$ cat config.mk
export PLATFORM = sky130hd
export DESIGN_NAME = mem_arbiter
export DESIGN_NICKNAME = d
export VERILOG_FILES = /design/src/rtl/mem_arbiter.sv
export SDC_FILE = /design/constraint.sdc
export NUM_CORES = 1
export LEC_CHECK = 0
export ABC_AREA = 1
export CAP_MARGIN = 20
export CORE_AREA = 5 5 103 105
export DETAILED_ROUTE_END_ITERATION = 8
export DIE_AREA = 0 0 108 110
export GPL_TIMING_DRIVEN = 0
export PLACE_DENSITY = 0.78
export SYNTH_ARGS = -nofsm -noshare
export SYNTH_HDL_FRONTEND = slang
export SYNTH_SLANG_ARGS = --single-unit
$ cat constraint.sdc
create_clock -name clk -period 2.22 [get_ports clk]
set_input_delay 0.444 -clock clk [delete_from_list [all_inputs] [get_ports clk]]
set_output_delay 0.444 -clock clk [all_outputs]
set_load 0.03 [all_outputs]
$ cat src/rtl/mem_arbiter.sv
// Two-port arbiter sharing one memory between instruction fetch and data access.
// Data requests win by default; a saturating counter forces a fetch grant after STARVE_LIMIT data grants.
module mem_arbiter #(
  parameter int STARVE_LIMIT = 4
) (
  input  logic        clk,
  input  logic        rst_n,
  input  logic        imem_req_valid,
  input  logic [31:0] imem_req_addr,
  output logic        imem_req_ready,
  output logic        imem_resp_valid,
  output logic [31:0] imem_resp_data,
  input  logic        dmem_req_valid,
  input  logic [31:0] dmem_req_addr,
  input  logic        dmem_req_fcn,
  input  logic [2:0]  dmem_req_typ,
  input  logic [31:0] dmem_req_data,
  output logic        dmem_req_ready,
  output logic        dmem_resp_valid,
  output logic [31:0] dmem_resp_data,
  output logic        mem_req_valid,
  output logic [31:0] mem_req_addr,
  output logic        mem_req_fcn,
  output logic [2:0]  mem_req_typ,
  output logic [31:0] mem_req_data,
  input  logic        mem_req_ready,
  input  logic        mem_resp_valid,
  input  logic [31:0] mem_resp_data,
  output logic        cmiss_stall
);

  localparam logic [1:0] IDLE   = 2'd0;
  localparam logic [1:0] WAIT_I = 2'd1;
  localparam logic [1:0] WAIT_D = 2'd2;

  localparam logic [2:0] MT_W  = 3'd3;
  localparam logic [3:0] LIMIT = 4'(STARVE_LIMIT);

  logic [1:0] state, state_nxt;
  logic [3:0] starve_cnt, starve_nxt;
  logic       sel_imem;
  logic       accept;

  // Selection is only meaningful in IDLE; outside IDLE the request valid is forced low.
  always_comb begin
    sel_imem      = imem_req_valid & (~dmem_req_valid | (starve_cnt == LIMIT));
    mem_req_valid = (state == IDLE) & (imem_req_valid | dmem_req_valid);
    accept        = mem_req_valid & mem_req_ready;

    if (sel_imem) begin
      mem_req_addr = imem_req_addr;
      mem_req_fcn  = 1'b0;
      mem_req_typ  = MT_W;
      mem_req_data = 32'd0;
    end else begin
      mem_req_addr = dmem_req_addr;
      mem_req_fcn  = dmem_req_fcn;
      mem_req_typ  = dmem_req_typ;
      mem_req_data = dmem_req_data;
    end

    imem_req_ready = accept & sel_imem;
    dmem_req_ready = accept & ~sel_imem;
  end

  // Responses are routed straight through to whichever side owns the transaction.
  always_comb begin
    imem_resp_valid = (state == WAIT_I) & mem_resp_valid;
    dmem_resp_valid = (state == WAIT_D) & mem_resp_valid;
    imem_resp_data  = imem_resp_valid ? mem_resp_data : 32'd0;
    dmem_resp_data  = dmem_resp_valid ? mem_resp_data : 32'd0;
    cmiss_stall     = (imem_req_valid & ~imem_resp_valid) |
                      (dmem_req_valid & ~dmem_resp_valid);
  end

  always_comb begin
    state_nxt  = state;
    starve_nxt = starve_cnt;
    case (state)
      IDLE: begin
        if (accept) begin
          if (sel_imem) begin
            state_nxt  = WAIT_I;
            starve_nxt = 4'd0;
          end else begin
            state_nxt = WAIT_D;
            if (imem_req_valid && (starve_cnt < LIMIT)) begin
              starve_nxt = starve_cnt + 4'd1;
            end
          end
        end
      end
      WAIT_I, WAIT_D: begin
        if (mem_resp_valid) begin
          state_nxt = IDLE;
        end
      end
      default: state_nxt = IDLE;
    endcase
  end

  always_ff @(posedge clk or negedge rst_n) begin
    if (!rst_n) begin
      state      <= IDLE;
      starve_cnt <= 4'd0;
    end else begin
      state      <= state_nxt;
      starve_cnt <= starve_nxt;
    end
  end

endmodule

==> results.json <==
{
  "ys_types": 23,
  "dieArea_mm2": 0.0119,
  "number_of_buffers_inserted_during_clock_tree_synthesis": 3,
  "worst-r2r-cell-count": 9,
  "max_cap_violations": 0,
  "tritoncts_num_sinks": 6,
  "timing.clock.skew_ns": 0.000614,
  "ant_nets": 0,
  "synthSimpleGateAreaFrac": 0.578,
  "synth_fp_nets": 482,
  "detail_route.first_pass.iterations": 4,
  "combinational_family_with_the_most_area_after_synthesis": "simple AND/OR/NAND/NOR gates",
  "period_share": 0.989,
  "clk_path_buf_depth": 2,
  "vdd_ir_drop_max_v": 0.000290,
  "post_synth_inst_count": 339,
  "seq_power_share": 0.081,
  "layout-drive-gt1-share": 0.283,
  "drt-vias-per-instance": 3.97,
  "overall_power_mw": 2.35,
  "floorplan.rows": 36,
  "detail_route.iter0.violations": 173,
  "worstSetupStartpointType": "register",
  "antenna_cells_inserted": 0,
  "synth-seq-area-share": 0.0949,
  "cp_data_arrival_time_ns": 1.75,
  "top_level_ports": 276,
  "final_nets": 764,
  "ys_warn_count": 0,
  "fin_setup_tns_ns": 0,
  "power.internal_mw": 1.01,
  "core_mm2": 0.00955,
  "dpl_cell_area_mm2": 0.00450,
  "grt_pass1_wl_mm": 15.9,
  "worst_r2r_startpoint": "starve_cnt[0]",
  "globalRouteTotalUtil": 0.166,
  "synthesis.area_per_instance_um2": 4.67,
  "path_max_fanout": 10,
  "floorplan.die.height_um": 110,
  "ff_latch_count_synth": 6,
  "combinationalPowerShare": 0.851,
  "p_per_area_mw_per_mm2": 575,
  "worstReg2RegEnd": "state[1]",
  "power_leakage_nw": 2.46,
  "drc": 0,
  "wl_per_cell_um": 14.3,
  "cts.root.buffer_cell": "sky130_fd_sc_hd__clkbuf_8",
  "worst_pin_slew_ns": 0.321,
  "grt_start_max_net_pins": 11,
  "outcome": "completed",
  "initial_utilization": 0.166,
  "finalInstanceArea_mm2": 0.00409,
  "fp.dieW_um": 108,
  "clkLatencyLatePin_ns": 0.22,
  "rsz0062_at_grt": "true",
  "worst_reg_to_reg_setup_slack_ns": 0.75,
  "synth.mux.area_fraction": 0,
  "syn_area_mm2": 0.00158,
  "fin_crit_ns": 2.20,
  "yosys.cell_count.top_type": "sky130_fd_sc_hd__nor2_1",
  "net-switching-power_mw": 1.33,
  "antenna_found_initial": 0,
  "tritoncts": "yes",
  "critPathRequiredTime_ns": 1.78,
  "slew_headroom": 0.787,
  "async_reset_ff_frac": 1.00,
  "dp_hpwl_mm": 9.30,
  "via_count": 2984,
  "postSynth.topFlopCell": "sky130_fd_sc_hd__dfrtp_1",
  "drt_wl_total_mm": 10.8,
  "clkTransAtPathRegs_ns": 0.04,
  "synth_compound_area_frac": 0.0166,
  "globalplace.congestion": 0.869,
  "synth_xor_area_frac": 0.00554,
  "post-place-ws_ns": -0.617,
  "share_clk_of_total_power": 0.069,
  "slew_viol_final": 0,
  "fmax_mhz": 455,
  "setup.worst_path.end_class": "primary output",
  "synth_top_area_cell": "sky130_fd_sc_hd__nor2_1",
  "h-tree-depth": 1,
  "setup-violations-final": 0,
  "globalRouteOverflowTotal": 0,
  "worst_case_setup_margin_in_the_final_layout_ns": 0.0243,
  "top_cell_type_s_share_of_synthesized_area": 0.249,
  "portBuffers": 275,
  "criticalPathCategory": "reg -> out",
  "power.share.switching": 0.568,
  "first_global_vias": 3220,
  "worst_min_delay_path_category": "in -> async",
  "synthAdderAreaFrac": 0.0396,
  "synth-edff-count": 0,
  "area_growth_pct": 158,
  "crit_start": "starve_cnt[0]",
  "synth_area_leaders": "sky130_fd_sc_hd__nor2_1 25%, sky130_fd_sc_hd__nand2_1 23%, sky130_fd_sc_hd__inv_1 18%, sky130_fd_sc_hd__dfrtp_1 9.5%, sky130_fd_sc_hd__nand2_2 4.4%",
  "netlist_top_cells_count": "105 x sky130_fd_sc_hd__nor2_1, 96 x sky130_fd_sc_hd__nand2_1, 77 x sky130_fd_sc_hd__inv_1, 11 x sky130_fd_sc_hd__nand2_2, 7 x sky130_fd_sc_hd__nand3_1",
  "timing.final.hold_violations": 0,
  "cp-endpoint": "mem_req_data[11]"
}
-- cell usage in the layout (no fill, tap or decap), types with 2 or more instances in the layout --
cell type	synthesis	final
sky130_fd_sc_hd__dlygate4sd2_1	0	9
sky130_fd_sc_hd__dfrtp_1	6	6
sky130_fd_sc_hd__buf_4	3	23
sky130_fd_sc_hd__or2_1	2	2
sky130_fd_sc_hd__nor2_1	105	102
sky130_fd_sc_hd__nand2_2	11	13
sky130_fd_sc_hd__clkbuf_4	0	31
sky130_fd_sc_hd__inv_1	77	77
sky130_fd_sc_hd__o21ai_1	2	2
sky130_fd_sc_hd__ha_1	5	5
sky130_fd_sc_hd__clkbuf_8	0	3
sky130_fd_sc_hd__nand3_1	7	7
sky130_fd_sc_hd__clkdlybuf4s50_1	0	135
sky130_fd_sc_hd__nor2_2	1	4
sky130_fd_sc_hd__buf_6	6	9
sky130_fd_sc_hd__buf_2	2	83
sky130_fd_sc_hd__nand2_1	96	94
sky130_fd_sc_hd__buf_8	0	2
-- through the flow --
step / hold slack [ns] / cells / util
6_report: 0.466 / 752 / 0.428
5_1_grt: 0.484 / 752 / 0.428
2_1_floorplan: 0.148 / 339 / -
3_5_place_dp: 0.507 / 747 / 0.471
4_1_cts: 0.466 / 752 / 0.461
3_3_place_gp: 0.500 / 747 / 0.471
-- cell families after synthesis --
family,Yosys count
DFF,6
xor gates and xnor gates,1
buffers and inverters,96
and+or+nand+nor,226
adders and majority gates,5
AOI/OAI and AO/OA,5
-- timing repair --
item,CTS,global route
setup endpoints to repair,138,126
hold endpoints to repair,0,0
hold buffers,0,0
pin swaps,0,0
resized for setup,551,195
setup buffers,2,0
-- critical path: stages, from the launching register on --
cell                      delay, ns
sky130_fd_sc_hd__dfrtp_1       0.36
sky130_fd_sc_hd__inv_1         0.07
sky130_fd_sc_hd__ha_1          0.19
sky130_fd_sc_hd__nand3_1       0.08
sky130_fd_sc_hd__nand2_1       0.08
sky130_fd_sc_hd__nand2_2       0.11
sky130_fd_sc_hd__inv_4         0.08
sky130_fd_sc_hd__buf_6         0.14
sky130_fd_sc_hd__buf_6         0.14
sky130_fd_sc_hd__nor2_1        0.08
sky130_fd_sc_hd__buf_2         0.21
-- sequential cells by signal, indices dropped and copies added (netlist names) --
register    count
starve_cnt      4
state           2
-- power by group through the flow --
| stage | Clock, mW | Combinational, mW | Sequential (mW) |
|---|---|---|---|
| floorplan | 0 | 1.19 | 0.181 |
| global placement | 0 | 2.16 | 0.185 |
| detailed placement | 0 | 2.18 | 0.189 |
| CTS | 0.167 | 2.05 | 0.189 |
| global route | 0.172 | 2.15 | 0.196 |
| finish | 0.162 | 2.00 | 0.189 |
-- cell type report --
cell class / instances / area, um^2
buffer: 17 / 163
clock buffer: 3 / 41.3
fill: 1080 / 5460
inverter: 79 / 299
multi-input combinational: 237 / 1020
sequential: 6 / 150
tap: 133 / 166
timing repair buffer: 277 / 2240
-- worst min-delay path by stage --
stage	slack [ns]	end	cells past startpoint	start
floorplan	0.15	starve_cnt[0]	0	rst_n
global placement	0.50	starve_cnt[3]	2	starve_cnt[3]
detailed placement	0.51	starve_cnt[3]	2	starve_cnt[3]
CTS	0.47	starve_cnt[2]	1	rst_n
global route	0.48	starve_cnt[3]	1	rst_n
finish	0.47	starve_cnt[2]	1	rst_n
-- per-layer routing --
metal  global-route usage  up-vias  part of all wire
met5                    0        -                 0
met2                0.307      186              0.51
li1                     -     1503                 -
met1                0.182     1289              0.35
met3               0.0670        6              0.14
met4               0.0271        0            0.0080
No activity file was read; power rests on OpenSTA's default activity.
